**config.mk**
```make
export PLATFORM = sky130hd
export DESIGN_NAME = adc_pattern_gen
export DESIGN_NICKNAME = d
export VERILOG_FILES = /design/src/rtl/adc_pattern_gen.sv
export SDC_FILE = /design/constraint.sdc
export NUM_CORES = 1
export LEC_CHECK = 0
export CAP_MARGIN = 20
export CORE_MARGIN = 2
export CORE_UTILIZATION = 37
export CTS_BUF_LIST = sky130_fd_sc_hd__clkbuf_16
export CTS_CLUSTER_SIZE = 14
export DETAILED_ROUTE_END_ITERATION = 12
export PLACE_DENSITY_LB_ADDON = 0.12
export SETUP_SLACK_MARGIN = 0.02
export SYNTH_ARGS = -nofsm -noshare
export SYNTH_HDL_FRONTEND = slang
export SYNTH_SLANG_ARGS = --single-unit
```
**constraint.sdc**
```tcl
create_clock -name clk_sys_i -period 7 [get_ports clk_sys_i]
set_input_delay 1.05 -clock clk_sys_i [delete_from_list [all_inputs] [get_ports clk_sys_i]]
set_output_delay 1.05 -clock clk_sys_i [all_outputs]
set_load 0.02 [all_outputs]
```
**src/rtl/adc_pattern_gen.sv**
```systemverilog
// -----------------------------------------------------------------------------
// adc_pattern_gen
//
// Multi-channel ADC stimulus source. Each channel produces a sample word
// (constant, ramp, pseudo-random or alternating bits), the complement of that
// word for differential-pair emulation, and a shared data-valid strobe whose
// density is set by a 16-bit LFSR compared against valid_ratio_i.
//
// Ports:
//   clk_sys_i      system clock, rising edge
//   sys_rst_n_i    asynchronous active-low reset
//   en_i           generator enable; low freezes all state, valid_o forced low
//   clr_i          synchronous clear of pattern state and sample counter
//   mode_i         0 constant, 1 ramp, 2 pseudo-random, 3 alternating
//   const_i        value driven on every channel in mode 0
//   valid_ratio_i  valid density (8'hFF = every enabled cycle, 0 = never)
//   data_o         channel k at bits [k*W +: W]
//   data_n_o       bitwise complement of data_o, same cycle
//   valid_o        sample strobe
//   sample_cnt_o   valid_o pulses since reset/clear, wraps
// -----------------------------------------------------------------------------
module adc_pattern_gen #(
   parameter int unsigned g_num_channels = 4,
   parameter int unsigned g_data_width   = 16,
   parameter logic [31:0] g_lfsr_seed    = 32'h1234_5678
) (
   input  logic                                     clk_sys_i,
   input  logic                                     sys_rst_n_i,
   input  logic                                     en_i,
   input  logic                                     clr_i,
   input  logic [1:0]                               mode_i,
   input  logic [g_data_width-1:0]                  const_i,
   input  logic [7:0]                               valid_ratio_i,
   output logic [g_num_channels*g_data_width-1:0]   data_o,
   output logic [g_num_channels*g_data_width-1:0]   data_n_o,
   output logic                                     valid_o,
   output logic [31:0]                              sample_cnt_o
);

   localparam int unsigned NC = g_num_channels;
   localparam int unsigned W  = g_data_width;

   typedef logic [W-1:0] word_t;

   // Per-channel LFSR seed; an all-zero seed would lock the LFSR, so use 1.
   function automatic logic [31:0] seed_f(input int unsigned k);
      logic [31:0] s;
      s = g_lfsr_seed + 32'(k);
      return (s == 32'd0) ? 32'd1 : s;
   endfunction

   function automatic word_t ramp_init_f(input int unsigned k);
      logic [31:0] kk;
      kk = 32'(k);
      return kk[W-1:0];
   endfunction

   // 32-bit Galois LFSR, right shift, mask applied when the shifted-out bit is 1.
   function automatic logic [31:0] galois_step_f(input logic [31:0] l);
      return {1'b0, l[31:1]} ^ (l[0] ? 32'h8020_0003 : 32'h0000_0000);
   endfunction

   // 16-bit Fibonacci LFSR, x^16+x^14+x^13+x^11+1 (right-shift form).
   function automatic logic [15:0] vlfsr_step_f(input logic [15:0] v);
      return {v[0] ^ v[2] ^ v[3] ^ v[5], v[15:1]};
   endfunction

   // odd=0 gives ...0101 (LSB set), odd=1 gives ...1010.
   function automatic word_t alt_word_f(input logic odd);
      word_t w;
      for (int i = 0; i < int'(W); i++) begin
         w[i] = ((i % 2) == 0) ^ odd;
      end
      return w;
   endfunction

   logic [NC*W-1:0] data_p0;
   logic [NC*W-1:0] data_n_p0;
   logic            vld_p0;
   logic [31:0]     cnt_p0;

   logic [1:0]      mode_q;
   logic [15:0]     vlfsr_q;
   logic            phase_q;
   word_t           ramp_q [NC];
   logic [31:0]     lfsr_q [NC];

   logic [NC*W-1:0] pat;
   logic            dec;
   logic            reload;

   assign dec    = (valid_ratio_i == 8'hFF) || (vlfsr_q[7:0] < valid_ratio_i);
   assign reload = clr_i || (mode_i != mode_q);

   always_comb begin
      pat = '0;
      for (int k = 0; k < int'(NC); k++) begin
         case (mode_q)
            2'd0:    pat[k*W +: W] = const_i;
            2'd1:    pat[k*W +: W] = ramp_q[k];
            2'd2:    pat[k*W +: W] = lfsr_q[k][W-1:0];
            default: pat[k*W +: W] = alt_word_f(phase_q ^ k[0]);
         endcase
      end
   end

   // ---- stage p0: pattern state, valid decision, output register ----
   always_ff @(posedge clk_sys_i or negedge sys_rst_n_i) begin
      if (!sys_rst_n_i) begin
         data_p0   <= '0;
         data_n_p0 <= '1;
         vld_p0    <= 1'b0;
         cnt_p0    <= 32'd0;
         mode_q    <= 2'd0;
         vlfsr_q   <= 16'hACE1;
         phase_q   <= 1'b0;
         for (int k = 0; k < int'(NC); k++) begin
            ramp_q[k] <= ramp_init_f(k);
            lfsr_q[k] <= seed_f(k);
         end
      end else begin
         mode_q <= mode_i;
         vld_p0 <= 1'b0;
         if (en_i) begin
            vlfsr_q <= vlfsr_step_f(vlfsr_q);
         end
         if (reload) begin
            // Clear and mode change share one reload; data_o holds.
            phase_q <= 1'b0;
            for (int k = 0; k < int'(NC); k++) begin
               ramp_q[k] <= ramp_init_f(k);
               lfsr_q[k] <= seed_f(k);
            end
            if (clr_i) begin
               cnt_p0 <= 32'd0;
            end
         end else if (en_i && dec) begin
            data_p0   <= pat;
            data_n_p0 <= ~pat;
            vld_p0    <= 1'b1;
            cnt_p0    <= cnt_p0 + 32'd1;
            // Only the state of the active pattern advances.
            case (mode_q)
               2'd1: begin
                  for (int k = 0; k < int'(NC); k++) begin
                     ramp_q[k] <= ramp_q[k] + 1'b1;
                  end
               end
               2'd2: begin
                  for (int k = 0; k < int'(NC); k++) begin
                     lfsr_q[k] <= galois_step_f(lfsr_q[k]);
                  end
               end
               2'd3:    phase_q <= ~phase_q;
               default: ;
            endcase
         end
      end
   end

   assign data_o       = data_p0;
   assign data_n_o     = data_n_p0;
   assign valid_o      = vld_p0;
   assign sample_cnt_o = cnt_p0;

endmodule

```
**Word level (Yosys, flattened, before mapping)**

Index checks and enable logic that the tools add are counted.

- Input port bits: 30
- Logic and storage cells: 72
- Register bits after elaboration: 372

- Bitwise operators: 10
- Magnitude comparators: 1
- Reductions and logical operators: 13
- Mux-type cells: 22
- Eq/ne operators: 6
- $add $sub $neg: 5

Operators with widths:

| kind | count |
|---|---|
| $mux 128 | 3 |
| $mux 32 | 7 |
| $mux 64 | 3 |
| $pmux 16 s3 | 4 |
| $xor 31x32->32 | 4 |
| $add 16x1->16 const B | 4 |
| $not 64->64 | 1 |
| $add 32x1->32 const B | 1 |
| $reduce_and 2->1 | 5 |
| $eq 8x8->1 const B | 1 |
| $lt 8x8->1 | 1 |
| $reduce_bool 2->1 | 4 |
| $mux 1 | 5 |
| $eq 2x2->1 const B | 2 |
| $xor 1x1->1 | 3 |
| $eq 2x1->1 const B | 1 |
| $logic_not 2->1 | 1 |
| $logic_or 1x1->1 | 2 |
| $ne 2x2->1 | 1 |
| $ne 2x2->1 const B | 1 |
| $not 1->1 | 2 |
| $logic_and 1x1->1 | 1 |

**Longest topological paths before layout**

- Word-level depth: 5
- Mapped depth: 11
- Gate-level depth less buffers: 9

**Worst setup path before layout**

No wires, ideal clock.

- Path kind: input-to-reg
- Start point: in valid_ratio_i[1]
- End point: reg lfsr_q[103] (netlist name)
- Setup time: 136 ps
- Slack: 4101 ps
- Required time: 6864 ps
- Stages on the path: 10
- Data arrival time: 2763 ps
- Cell sequence: inv_1 > ha_1 > a2111oi_4 > nor3_2 > or3_1 > clkbuf_1 > buf_6 > buf_6 > nand2_1 > a21oi_1

- Word-level cells in the longest chain between the ends: 5
- Elaborated cells between the ends (all ways): 6

RTL lines:

| what | line | RTL |
|---|---|---|
| from (decl) | 33 | `input logic [7:0] valid_ratio_i,` |
| $lt 8x8->1 or $eq 8x8->1 (tied branches) | 92 | `assign dec = (valid_ratio_i == 8'hFF) \|\| (vlfsr_q[7:0] < valid_ratio_i);` |
| $logic_or 1x1->1 * | 92 |  |
| $logic_and 1x1->1 * | 137 | `end else if (en_i && dec) begin` |
| $reduce_bool 2->1 (no source line) * | - |  |
| $reduce_and 2->1 (no source line) * | - |  |
| to (signal, indexed assignment) | 119 | `lfsr_q[k] <= seed_f(k);` |
| to (signal, indexed assignment) | 132 | `lfsr_q[k] <= seed_f(k);` |
| to (signal, indexed assignment) | 151 | `lfsr_q[k] <= galois_step_f(lfsr_q[k]);` |
| to (decl) | 86 | `logic [31:0] lfsr_q [NC];` |

Every way passes the cells marked *; elsewhere a longest branch is shown, timed or not.
A chain may end at the register's enable or synchronous reset.

**Final worst setup path**

- Start point: in valid_ratio_i[7]
- End point: reg data_p0[25] (netlist: data_o[25])

- Word-level cells in the longest chain between the ends: 4
- Elaborated cells between the ends (all ways): 5

RTL lines:

| what | line | RTL |
|---|---|---|
| $lt 8x8->1 or $eq 8x8->1 (tied branches) | 92 |  |
| $logic_or 1x1->1 * | 92 |  |
| $logic_and 1x1->1 * | 137 |  |
| $reduce_and 2->1 (no source line) * | - |  |
| to (signal assigned) | 138 | `data_p0 <= pat;` |
| to (decl) | 77 | `logic [NC*W-1:0] data_p0;` |

Marked as above.

==> results.cfg <==
[sta]
period_minus_slack_ps = 4533
fin_ws_ps = 2467
fmax_ghz = 0.2206
final.setup.tns_ps = 0
rsz0062_at_grt = no
slew_headroom = 0.3072
post-route-period-util = 0.6476
worst_slew_pin_slew_ps = 1039
slew_violations = 0
setup_viol = 0
fin_skew_ps = 25.79
hold_viol = 0

[global_route]
antenna_found_initial = 4
grt_pass1_vias = 13360
grt-ovfl-total = 0
grt_max_degree = 140
track_usage = 0.2105
grt_pass1_wl_mm = 78.87

[place]
place_ws_ps = 1855
hpwl_mm = 32.14
io_buffers = 190
place_congestion = 0.8392

[power_and_ir_drop]
ir_drop_v = 0.0001886
p_leak_nw = 8.564
cellPowerDensity_mw_per_mm2 = 347.3

[final_layout]
area_growth_pct = 21.66
nFillCells = 4416
drive_gt1_frac = 0.1384
final_nets = 1945

[routing]
viasPerCell = 5.344
dr.first_iter.drc_count = 1226
wl_mm = 50.07
firstDrtPassIters = 5
dr_total_vias = 13570
ant_nets = 0
drcViolationCount = 0
routedWlPerCell_um = 19.71

[yosys]
synthCells = 1765
ys_dominant_reg_cell = dfrtp_1
synth_warnings = 0
ys_seq_elements = 372
synth_edf_count = 0
async_reset_ff_frac = 1.000
syn_area_mm2 = 0.01711
syn_nets = 1807
seq_area_frac_synth = 0.5538
yosysUniqueCellTypes = 56
syn_avg_cell_area_um2 = 9.692

[setup_path]
critical-path-top-delay-family = buffers and inverters
slowest_delay_ps = 760
path_buf_inv = 5
arrival_ps = 4970
cp-end-kind = flop
path_max_fanout = 78
crit_slowest_cell = clkinv_2
required_ps = 7440
startpoint_type = input pin
critical_path.cell_chain = clkdlybuf4s50_1 -> inv_1 -> ha_1 -> nand4_1 -> o31a_2 -> nand2_2 -> buf_4 -> clkinv_2 -> buf_4 -> nand2_1 -> o21ai_0
crit_top_cell = buf_4
worstSetupPathType = in -> reg

[die]
std_cell_rows = 78
start_util = 0.3761
io_pins = 191
core_area_mm2 = 0.04548
die_w_um = 219.0
die_y_um = 219.0
die_area_mm2 = 0.04797

[clock_network]
clkSinkCount = 372
cts_setup_buffers = 0
cts_tree = done
clk_pin_slew_worst_paths_ps = 60
cts_root_buffer = clkbuf_16
clockBufferDepth = 3
htree_levels = 2
cts_hold_buf = 0
insertion_delay_ps = 570
cts_made_buffers = 43
cts_resized = 0

[worst_hold_path]
min_path_type = reg -> reg

[outcome]
status = finished clean

[flow_run]
drv_cap = 0
==> per-layer routing <==
| metal | up-vias | global-route usage | routed length, um |
|---|---|---|---|
| met1 | 6781 | 0.3001 | 22770 |
| met5 | - | 0 | 36 |
| met2 | 369 | 0.3191 | 22510 |
| met4 | 6 | 0.07050 | 1587 |
| li1 | 6331 | - | - |
| met3 | 86 | 0.04310 | 3167 |
==> worst min-delay path: cells and delay by family, from the launching register on <==
kind	cells	cell delay, ps
AND/OR/NAND/NOR	2	100
flip-flops	1	340
==> metrics by stage <==
step | instance area (um^2) | total power [mW] | hold slack (ps) | instances | utilization
finish | 20810 | 7.227 | 471.7 | 2540 | 0.4576
global route | 20800 | 7.587 | 483.7 | 2537 | 0.4574
CTS | 20800 | 7.321 | 477.9 | 2537 | 0.4574
detailed placement | 19450 | 5.120 | 463.9 | 2458 | 0.4278
global placement | 19450 | 5.095 | 461.9 | 2458 | 0.4278
floorplan | 17110 | 4.066 | 464.1 | 1765 | -
==> final cells by class <==
class	count	area (um^2)	share of cell area
antenna	3	7.507	0.0003607
clock buffer	45	1126	0.05411
clock inverter	34	224.0	0.01076
inverter	54	203.9	0.009800
multi-input combinational	1218	6923	0.3327
sequential	372	9477	0.4554
tap	600	750.7	0.03607
timing repair buffer	214	2100	0.1009
==> synthesized netlist by cell type (9+ instances only) <==
cell type / number / area (um^2)
or3_1: 9 / 56.30
nor2_1: 125 / 469.2
o21ai_0: 43 / 215.2
nor3_1: 20 / 100.1
nand3_1: 79 / 395.4
dfrtp_1: 240 / 6006
o31ai_1: 16 / 120.1
buf_2: 27 / 135.1
clkbuf_1: 68 / 255.2
buf_6: 9 / 101.4
buf_1: 17 / 63.81
a21oi_1: 127 / 635.6
nand4_1: 23 / 143.9
dfstp_2: 132 / 3468
a21o_1: 9 / 67.56
mux4_2: 14 / 315.3
mux2_2: 15 / 168.9
xnor2_1: 60 / 525.5
inv_1: 53 / 198.9
and3_1: 24 / 150.1
o21a_1: 57 / 427.9
ha_1: 12 / 150.1
mux2i_1: 10 / 100.1
nor4_1: 30 / 187.7
nand2b_1: 10 / 62.56
xor2_1: 9 / 78.83
o211ai_1: 16 / 120.1
nand2_1: 416 / 1562
o221ai_1: 35 / 306.5
==> path summary, 6_finish.rpt <==
kind | startpoint | end | slack, ps | depth (start not counted)
worst max-delay path | valid_ratio_i[7] | data_o[25] | 2470 | 11
worst min-delay path | data_o[12] | data_o[12] | 470 | 2
worst max register to register | vlfsr_q[5] | data_o[25] | 3090 | 9
worst min register to register | data_o[12] | data_o[12] | 470 | 2
max in group asynchronous | sys_rst_n_i | mode_q[0] | 4870 | 2
min in group asynchronous | sys_rst_n_i | sample_cnt_o[26] | 540 | 1
==> flip-flops by register name (all words and copies together) (netlist names) <==
register and count:
phase_q 1, mode_q 2, lfsr_q 128, valid_o 1, sample_cnt_o 32, ramp_q 64
data_n_o 64, data_o 64, vlfsr_q 16
==> placed cells by master, fill, tap and decap left out, drive strengths merged, types with 8 or more instances in the layout <==
cell           count
dfstp            132
and3              24
or3                9
and4               8
clkbuf            45
nand2            416
clkinv            18
o211ai            16
o221ai            35
ha                12
xnor2             60
nand2b            11
mux4              14
nor2             126
nand4             24
dfrtp            240
inv               65
buf               25
nor3              23
a21oi            127
xor2               9
a21o               9
clkdlybuf4s50    189
o31ai             16
o21ai             47
nor4              33
mux2i             10
nand3             80
mux2              15
o21a              57
==> cells by family (layout without fill, tap and decap cells) <==
kind of cell | Yosys count | after routing | share of synthesized area
AO/OA/AOI/OAI | 332 | 332 | 0.1247
XOR/XNOR | 69 | 69 | 0.03533
adder cells (fa/ha/maj) | 12 | 12 | 0.008777
buffers and inverters | 175 | 347 | 0.04432
flip-flops | 372 | 372 | 0.5538
multiplexers | 39 | 39 | 0.03416
other | 0 | 3 | 0
AND/OR/NAND/NOR | 766 | 766 | 0.1989
==> power breakdown <==
part	total (mW)	leakage (nW)	internal, mW	switching, mW
clock	2.17	0.707	1.27	0.902
sequential	3.00	4.63	2.72	0.284
combinational	2.06	3.23	0.940	1.12
Power figures use the tool's default switching activity.
